## config.mk

```make
export PLATFORM = sky130hd
export DESIGN_NAME = zbt_frame_arbiter
export DESIGN_NICKNAME = d
export VERILOG_FILES = /design/src/rtl/zbt_frame_arbiter.sv
export SDC_FILE = /design/constraint.sdc
export NUM_CORES = 1
export LEC_CHECK = 0
export CAP_MARGIN = 20
export CORE_MARGIN = 4
export CORE_UTILIZATION = 55
export DETAILED_ROUTE_END_ITERATION = 12
export GPL_TIMING_DRIVEN = 0
export PLACE_DENSITY_LB_ADDON = 0.12
export SLEW_MARGIN = 20
export SYNTH_ARGS = -nofsm -noshare
export SYNTH_HDL_FRONTEND = slang
export SYNTH_SLANG_ARGS = --single-unit
```

## constraint.sdc

```tcl
create_clock -name clk -period 3.4 [get_ports clk]
set_input_delay 0.51 -clock clk [delete_from_list [all_inputs] [get_ports clk]]
set_output_delay 0.51 -clock clk [all_outputs]
set_load 0.1 [all_outputs]
```

## src/rtl/zbt_frame_arbiter.sv

```systemverilog
// Packs 18-bit pixels two per 36-bit word into a frame buffer and shares one ZBT port between
// those buffered writes and tagged random reads. Commands are registered; read data returns three edges after grant.
module zbt_frame_arbiter #(
    parameter int          FIFO_DEPTH   = 4,
    parameter int          FRAME_DIV    = 2,
    parameter logic [18:0] WR_BASE      = 19'd0,
    parameter logic [18:0] FRAME_WORDS  = 19'd153600,
    parameter int          MAX_RD_BURST = 8
) (
    input  logic        clk,
    input  logic        reset_b,
    input  logic        pix_valid,
    input  logic        pix_sof,
    input  logic [17:0] pix_data,
    output logic        pix_ready,
    output logic        overflow,
    input  logic        rd_req,
    input  logic [18:0] rd_addr,
    output logic        rd_ack,
    output logic        rd_valid,
    output logic [35:0] rd_data,
    output logic        zbt_cen,
    output logic        zbt_we,
    output logic [18:0] zbt_addr,
    output logic [35:0] zbt_write_data,
    output logic        zbt_frame_enable,
    input  logic [35:0] zbt_read_data
);
    localparam int PW  = $clog2(FIFO_DEPTH);
    localparam int CW  = PW + 1;
    localparam int FCW = (FRAME_DIV > 1) ? $clog2(FRAME_DIV) : 1;
    localparam int BW  = $clog2(MAX_RD_BURST + 1);
    localparam logic [CW-1:0]  DEPTH_C   = CW'(FIFO_DEPTH);
    localparam logic [BW-1:0]  BURST_C   = BW'(MAX_RD_BURST);
    localparam logic [FCW-1:0] FDIV_LAST = FCW'(FRAME_DIV - 1);
    localparam logic [18:0]    WR_LAST   = WR_BASE + FRAME_WORDS - 19'd1;

    logic [54:0]    fifo_mem_q [FIFO_DEPTH];
    logic [PW-1:0]  wr_ptr_q, wr_ptr_d, rd_ptr_q, rd_ptr_d;
    logic [CW-1:0]  count_q, count_d;
    logic [FCW-1:0] frame_cnt_q, frame_cnt_d;
    logic           frame_en_q, frame_en_d;
    logic           half_q, half_d;
    logic [17:0]    low_q, low_d;
    logic [18:0]    wr_addr_q, wr_addr_d;
    logic           overflow_q, overflow_d;
    logic [BW-1:0]  burst_q, burst_d;
    logic           cen_q, cen_d, we_q, we_d, fe_q;
    logic [18:0]    addr_q, addr_d;
    logic [35:0]    wdata_q, wdata_d;
    logic [2:0]     rd_pipe_q, rd_pipe_d;
    logic           rd_valid_q;
    logic [35:0]    rd_data_q, rd_data_d;
    logic           push, pop, fifo_ne, grant;
    logic [54:0]    fifo_head;

    assign pix_ready        = (count_q < DEPTH_C);
    assign overflow         = overflow_q;
    assign rd_ack           = grant;
    assign rd_valid         = rd_valid_q;
    assign rd_data          = rd_data_q;
    assign zbt_cen          = cen_q;
    assign zbt_we           = we_q;
    assign zbt_addr         = addr_q;
    assign zbt_write_data   = wdata_q;
    assign zbt_frame_enable = fe_q;
    assign fifo_ne          = (count_q != '0);
    assign fifo_head        = fifo_mem_q[rd_ptr_q];

    always_comb begin
        frame_cnt_d = frame_cnt_q;
        frame_en_d  = frame_en_q;
        half_d      = half_q;
        low_d       = low_q;
        wr_addr_d   = wr_addr_q;
        overflow_d  = overflow_q;
        push        = 1'b0;
        if (pix_valid && !pix_ready && frame_en_q) overflow_d = 1'b1;
        if (pix_valid && pix_ready) begin
            if (pix_sof) begin
                // The frame that starts while the counter reads zero is the stored one.
                frame_cnt_d = (frame_cnt_q == FDIV_LAST) ? '0 : frame_cnt_q + 1'b1;
                frame_en_d  = (frame_cnt_q == '0);
                half_d      = (frame_cnt_q == '0);
                low_d       = pix_data;
                wr_addr_d   = WR_BASE;
            end else if (frame_en_q) begin
                if (!half_q) begin
                    low_d  = pix_data;
                    half_d = 1'b1;
                end else begin
                    push      = 1'b1;
                    half_d    = 1'b0;
                    wr_addr_d = (wr_addr_q == WR_LAST) ? WR_BASE : wr_addr_q + 19'd1;
                end
            end
        end
    end

    always_comb begin
        cen_d   = 1'b0;
        we_d    = 1'b0;
        addr_d  = addr_q;
        wdata_d = wdata_q;
        burst_d = '0;
        pop     = 1'b0;
        grant   = rd_req && !(fifo_ne && (burst_q == BURST_C));
        if (grant) begin
            cen_d   = 1'b1;
            addr_d  = rd_addr;
            burst_d = fifo_ne ? burst_q + 1'b1 : '0;
        end else if (fifo_ne) begin
            pop     = 1'b1;
            cen_d   = 1'b1;
            we_d    = 1'b1;
            addr_d  = fifo_head[54:36];
            wdata_d = fifo_head[35:0];
        end
        wr_ptr_d = push ? wr_ptr_q + 1'b1 : wr_ptr_q;
        rd_ptr_d = pop ? rd_ptr_q + 1'b1 : rd_ptr_q;
        count_d  = count_q;
        if (push && !pop) count_d = count_q + 1'b1;
        if (pop && !push) count_d = count_q - 1'b1;
        // Grant, command on pins, driver pipeline stage; data is captured on the next edge.
        rd_pipe_d = {rd_pipe_q[1:0], grant};
        rd_data_d = rd_pipe_q[2] ? zbt_read_data : rd_data_q;
    end

    always_ff @(posedge clk) begin
        if (push) fifo_mem_q[wr_ptr_q] <= {wr_addr_q, pix_data, low_q};
    end

    always_ff @(posedge clk or negedge reset_b) begin
        if (!reset_b) begin
            wr_ptr_q    <= '0;
            rd_ptr_q    <= '0;
            count_q     <= '0;
            frame_cnt_q <= '0;
            frame_en_q  <= 1'b1;
            half_q      <= 1'b0;
            low_q       <= '0;
            wr_addr_q   <= WR_BASE;
            overflow_q  <= 1'b0;
            burst_q     <= '0;
            cen_q       <= 1'b0;
            we_q        <= 1'b0;
            fe_q        <= 1'b0;
            addr_q      <= '0;
            wdata_q     <= '0;
            rd_pipe_q   <= '0;
            rd_valid_q  <= 1'b0;
            rd_data_q   <= '0;
        end else begin
            wr_ptr_q    <= wr_ptr_d;
            rd_ptr_q    <= rd_ptr_d;
            count_q     <= count_d;
            frame_cnt_q <= frame_cnt_d;
            frame_en_q  <= frame_en_d;
            half_q      <= half_d;
            low_q       <= low_d;
            wr_addr_q   <= wr_addr_d;
            overflow_q  <= overflow_d;
            burst_q     <= burst_d;
            cen_q       <= cen_d;
            we_q        <= we_d;
            fe_q        <= we_d;
            addr_q      <= addr_d;
            wdata_q     <= wdata_d;
            rd_pipe_q   <= rd_pipe_d;
            rd_valid_q  <= rd_pipe_q[2];
            rd_data_q   <= rd_data_d;
        end
    end
endmodule

```

# Yosys cells after proc, flatten, opt, wreduce, memory -nomap -nowiden

Memories as Yosys holds them, arrays and structs flattened.
Index checks and enable logic that the tools add are counted.

$add $sub $neg: 7
$lt $le $gt $ge: 1
Equality and inequality tests: 3
Muxes and demuxes: 26
Bitwise operators: 2
Reductions and logical operators: 21

Operators with widths:

| kind                  | number |
|---|---|
| $mux 19               | 6 |
| $mux 18               | 3 |
| $add 19x1->19 const B | 1 |
| $eq 19x18->1 const B  | 1 |
| $mux 1                | 13 |
| $mux 4                | 2 |
| $reduce_bool 2->1     | 4 |
| $logic_and 1x1->1     | 7 |
| $mux 3                | 2 |
| $reduce_and 2->1      | 3 |
| $reduce_and 3->1      | 2 |
| $add 2x1->2 const B   | 2 |
| $add 4x1->4 const B   | 1 |
| $eq 4x4->1 const B    | 1 |
| $logic_not 1->1       | 4 |
| $add 3x1->3 const B   | 1 |
| $lt 3x3->1 const B    | 1 |
| $reduce_bool 3->1     | 1 |
| $sub 3x1->3 const B   | 1 |
| $ne 2x2->1 const B    | 1 |
| $not 1->1             | 2 |
| $add 1x1->1 const B   | 1 |

Register bits after elaboration: 149
RAM bits: 220
Bits of input ports: 78
Output and inout bits: 98
Logic and storage cells: 78
Memories kept: 1

Memories:

| name       | depth | bits a word | read ports | clocked after Yosys merged registers in | wr ports | RTL line | source |
|---|---|---|---|---|---|---|---|
| fifo_mem_q | 4     | 55          | 1          | 0                                       | 1        | 38       | `logic [54:0] fifo_mem_q [FIFO_DEPTH];` |

# Logic depth before layout (Yosys ltp)

Depth in word-level cells: 9
Gate-level depth with buffers: 12
Mapped depth without buffers: 10

# Least setup slack after synthesis

Ideal clock, no wire load.

Path type: input to register
Start: in pix_valid
End: mem fifo_mem_q[0][0], enable pin
Setup time: 0.418 ns
Arrival time: 2.301 ns
Required time: 2.982 ns
Slack: 0.681 ns
Stages on the path: 3
Buffers on the path: 0
Path through: nand2b_1 nor3_4 and2_1

Word-level cells in the longest chain between the ends: 4

Ends and longest elaborated chain:

| what                         | RTL line | source |
|---|---|---|
| start: declaration           | 12       | `input logic pix_valid,` |
| $logic_and 1x1->1            | 79       | `if (pix_valid && pix_ready) begin` |
| $mux 1                       | 79       |  |
| $mux 1                       | 130      | `if (push) fifo_mem_q[wr_ptr_q] <= {wr_addr_q, pix_data, low_q};` |
| $mux 1 (not written as such) | 130      |  |
| end: declaration             | 38       |  |

Every way passes these cells.

# Final worst setup path

Start: reg burst_q[0]
End: out rd_ack

Word-level cells in the longest chain between the ends: 4

Ends and longest elaborated chain:

| what                     | RTL line | source |
|---|---|---|
| start: declaration       | 47       | `logic [BW-1:0] burst_q, burst_d;` |
| start signal: assignment | 163      | `burst_q <= burst_d;` |
| $eq 4x4->1               | 107      | `grant = rd_req && !(fifo_ne && (burst_q == BURST_C));` |
| $logic_and 1x1->1        | 107      |  |
| $logic_not 1->1          | 107      |  |
| $logic_and 1x1->1        | 107      |  |
| end: declaration         | 19       | `output logic rd_ack,` |

Every way passes these cells.

==> impl_metrics.py <==
metrics = {
    "status": {
        "outcome": "finished, final reports clean",
    },
    "place": {
        "gp_congestion": 0.791,
        "hpwl_mm": 18.0,
        "port_buffers": 175,
        "pre_cts_slack_ns": -0.419,
    },
    "yosys": {
        "synth_top_area_share_pct": 46.9,
        "ys_seq_area_share_pct": 73.4,
        "syn_avg_cell_area_sq_um": 18.4,
        "yosys-top-cells-count": "220 x edfxtp_1, 148 x dfrtp_1, 90 x mux2_2, 55 x mux4_2, 34 x nor2_1",
        "synth-seq-cells": 369,
        "ys.flop_type": "edfxtp_1",
        "synth_edf_count": 220,
        "synth_cell_types": 46,
        "synthesis.area_sq_mm": 0.0141,
        "ys_warn_count": 0,
        "synth_nets": 853,
        "synth_area_leaders": "edfxtp_1 47%, dfrtp_1 26%, mux4_2 8.8%, mux2_2 7.2%, mux2i_1 1.4%",
        "syn_inst": 766,
        "synth_top_cell_by_area": "edfxtp_1",
        "async_flop_share_pct": 40.4,
        "synthMostInstantiatedCell": "edfxtp_1",
    },
    "routing": {
        "final_antenna_net_count": 0,
        "routedWlPerCell_microns": 20.9,
        "drt_wl_total_mm": 28.0,
        "first_iter_violations": 525,
        "drc": 0,
        "dr.pass1.iters": 5,
        "routed_via_density": 5.61,
        "vias": 7541,
    },
    "cts": {
        "postCtsSetupBuffers": 0,
        "clkTransAtPathRegs_ns": 0.06,
        "numCtsBuffers": 38,
        "cts_tree": "built",
        "cts.htree.levels": 2,
        "clock-root-buffer": "clkbuf_16",
        "clock-sinks": 369,
        "clk_latency_ns": 0.51,
        "cts_buffer_depth": 3,
    },
    "global_routing": {
        "antenna_found_initial": 0,
        "grt_util_all_layers_pct": 20.2,
        "grt_max_degree": 84,
        "grt_pass1_wl_mm": 44.9,
        "grt_pass1_vias": 7934,
        "grt_overflow_total": 0,
    },
    "flow_run": {
        "cap_violations": 0,
    },
    "floorplan": {
        "die-height_microns": 168,
        "die_x_microns": 168,
        "core-area_sq_mm": 0.0252,
        "core.rowCount": 58,
        "ios": 176,
        "initial_core_util_pct": 55.9,
        "dieArea_sq_mm": 0.0282,
    },
    "sta": {
        "tightestPinTransition_ns": 1.09,
        "period_share_pct": 93.2,
        "finalMaxSlewViolations": 0,
        "setup_viol": 0,
        "min_period_ns": 3.17,
        "fmax_mhz": 315,
        "rsz0062_at_grt": "false",
        "slew_headroom_pct": 26.9,
        "hold_viol": 0,
        "fin_hold_ws_ns": 0.344,
        "fin_skew_ns": 0.0137,
        "fin_ws_ns": 0.230,
    },
    "worst_setup_path": {
        "cp-start-kind": "flip-flop",
        "crit_fanout": 19,
        "slowest_stage": "clkdlybuf4s18_2",
        "arrival_ns": 2.66,
        "worst-path-buf-inv": 4,
        "startpoint": "burst_q[0]",
        "crit_type": "flip-flop to output port",
        "cp_common_cell": "inv_1",
        "cp_cell_sequence": "inv_1 -> ha_1 -> nand3b_1 -> o21ai_0 -> buf_2 -> inv_1 -> clkdlybuf4s18_2",
        "cp.required_ns": 2.89,
        "crit_family": "buffers and inverters",
        "crit-reg2reg-launch": "burst_q[0]",
        "worstSetupEndpointType": "output port",
        "cpPeakStageDelay_ns": 0.50,
    },
    "cells_and_area": {
        "drive_gt1_share_pct": 23.3,
        "insertedDiodeCount": 0,
        "multi_input_area_sq_mm": 0.00357,
        "fillerInstances": 1615,
        "syn2layout_area_growth_pct": 24.9,
        "num-nets-final": 1073,
        "seqCellArea_sq_mm": 0.0103,
    },
    "hold_path": {
        "hp-start": "rd_pipe_q[1]",
        "hold_class": "flip-flop to flip-flop",
    },
    "pwr": {
        "peakVddDrop_v": 0.000702,
        "leakage_uw": 0.00634,
        "power_uw": 15700,
        "power_density_mw_per_mm2": 895,
    },
}
cells by family after synthesis:
kind of cell / Yosys count / synth area share (%)
multiplexers: 165 / 17.4
buffers and inverters: 45 / 1.37
adder cells (fa/ha/maj): 9 / 0.853
XOR/XNOR: 9 / 0.560
AO/OA/AOI/OAI: 56 / 2.25
flip-flops: 369 / 73.4
AND/OR/NAND/NOR: 113 / 4.17
power by group:
part | total, uW | switching (uW) | internal [uW]
combinational | 5810 | 3930 | 1880
clock | 3920 | 1610 | 2310
sequential | 6010 | 463 | 5550
routing by layer:
| metal | GRT usage (%) | share of wire, % |
|---|---|---|
| met1 | 29.8 | 45 |
| met2 | 32.7 | 49 |
| met3 | 3.45 | 5.2 |
| met4 | 3.95 | 1.5 |
| met5 | 0 | 0 |
per-stage QoR:
| step | setup TNS, ns | utilization (%) | instance area, sq um | std cells |
|---|---|---|---|---|
| floorplan | 0 | - | 14100 | 766 |
| global placement | -926.72 | 64.5 | 16200 | 1271 |
| detailed placement | -0.419 | 65.1 | 16400 | 1276 |
| CTS | 0 | 69.8 | 17600 | 1345 |
| global route | 0 | 69.8 | 17600 | 1345 |
| finish | 0 | 69.8 | 17600 | 1345 |
path summary, 6_finish.rpt:
| path | end | slack [ns] | depth (start not counted) |
|---|---|---|---|
| setup / recovery | rd_ack | 0.23 | 7 |
| hold / removal | rd_pipe_q[2] | 0.34 | 0 |
| setup reg to reg | count_q[2] | 0.42 | 12 |
| hold reg to reg | rd_pipe_q[2] | 0.34 | 0 |
| max in group asynchronous | frame_en_q | 2.00 | 3 |
| min in group asynchronous | zbt_write_data[22] | 0.54 | 2 |
timing repair:
action	in CTS	in global routing
gates resized for setup	4	3
hold buffers	1	0
setup endpoints to repair	1	1
endpoints found under the hold margin	66	0
cell usage in the layout (no fill, tap or decap), types with 2 or more instances in the layout:
cell and n:
buf_16 3, clkbuf_16 39, buf_12 2, a31oi_1 4
clkbuf_1 29, ha_1 8, inv_1 13, nor2b_1 2
a21oi_1 26, nand2_1 25, buf_2 11, o21ai_1 3
or3_1 5, o21ai_0 13, edfxtp_1 220, nand3b_1 2
mux4_2 55, nand4_1 5, xnor2_1 6, nor2_1 34
clkbuf_8 5, a31o_2 2, mux2i_1 20, nand2b_1 3
and2_4 4, o311ai_1 4, xor2_1 3, clkinv_2 8
clkdlybuf4s50_1 173, nand3_1 21, dfrtp_1 148, mux2_2 90
nor3_2 2
area by class of cell:
type                            instances  area share, %
Clock buffer                           57           6.22
Tap cell                              330           2.35
Sequential cell                       369           58.8
Multi-Input combinational cell        352           20.3
Timing Repair Buffer                  181           10.7
Inverter                               14          0.299
Buffer                                 30          0.782
Clock inverter                         12          0.534
flip-flops by register name, summed over array words and instances (netlist names):
| register | flops |
|---|---|
| zbt_cen | 1 |
| count_q | 3 |
| rd_pipe_q | 3 |
| zbt_write_data | 36 |
| burst_q | 4 |
| rd_data | 36 |
| rd_ptr_q | 2 |
| half_q | 1 |
| wr_ptr_q | 2 |
| frame_cnt_q | 1 |
| zbt_frame_enable | 1 |
| wr_addr_q | 19 |
| rd_valid | 1 |
| fifo_mem_q | 220 |
| frame_en_q | 1 |
| low_q | 18 |
| overflow | 1 |
| zbt_addr | 19 |
worst register-to-register path, stage by stage, from the launching register on:
cell	delay, ns
dfrtp_1	0.41
inv_1	0.07
ha_1	0.14
nand3b_1	0.12
a21oi_1	0.26
buf_2	0.33
buf_2	0.41
ha_1	0.26
inv_1	0.06
fa_1	0.37
xor2_1	0.15
nor2_1	0.20
xnor2_1	0.14
(Power assumes the default switching activity.)
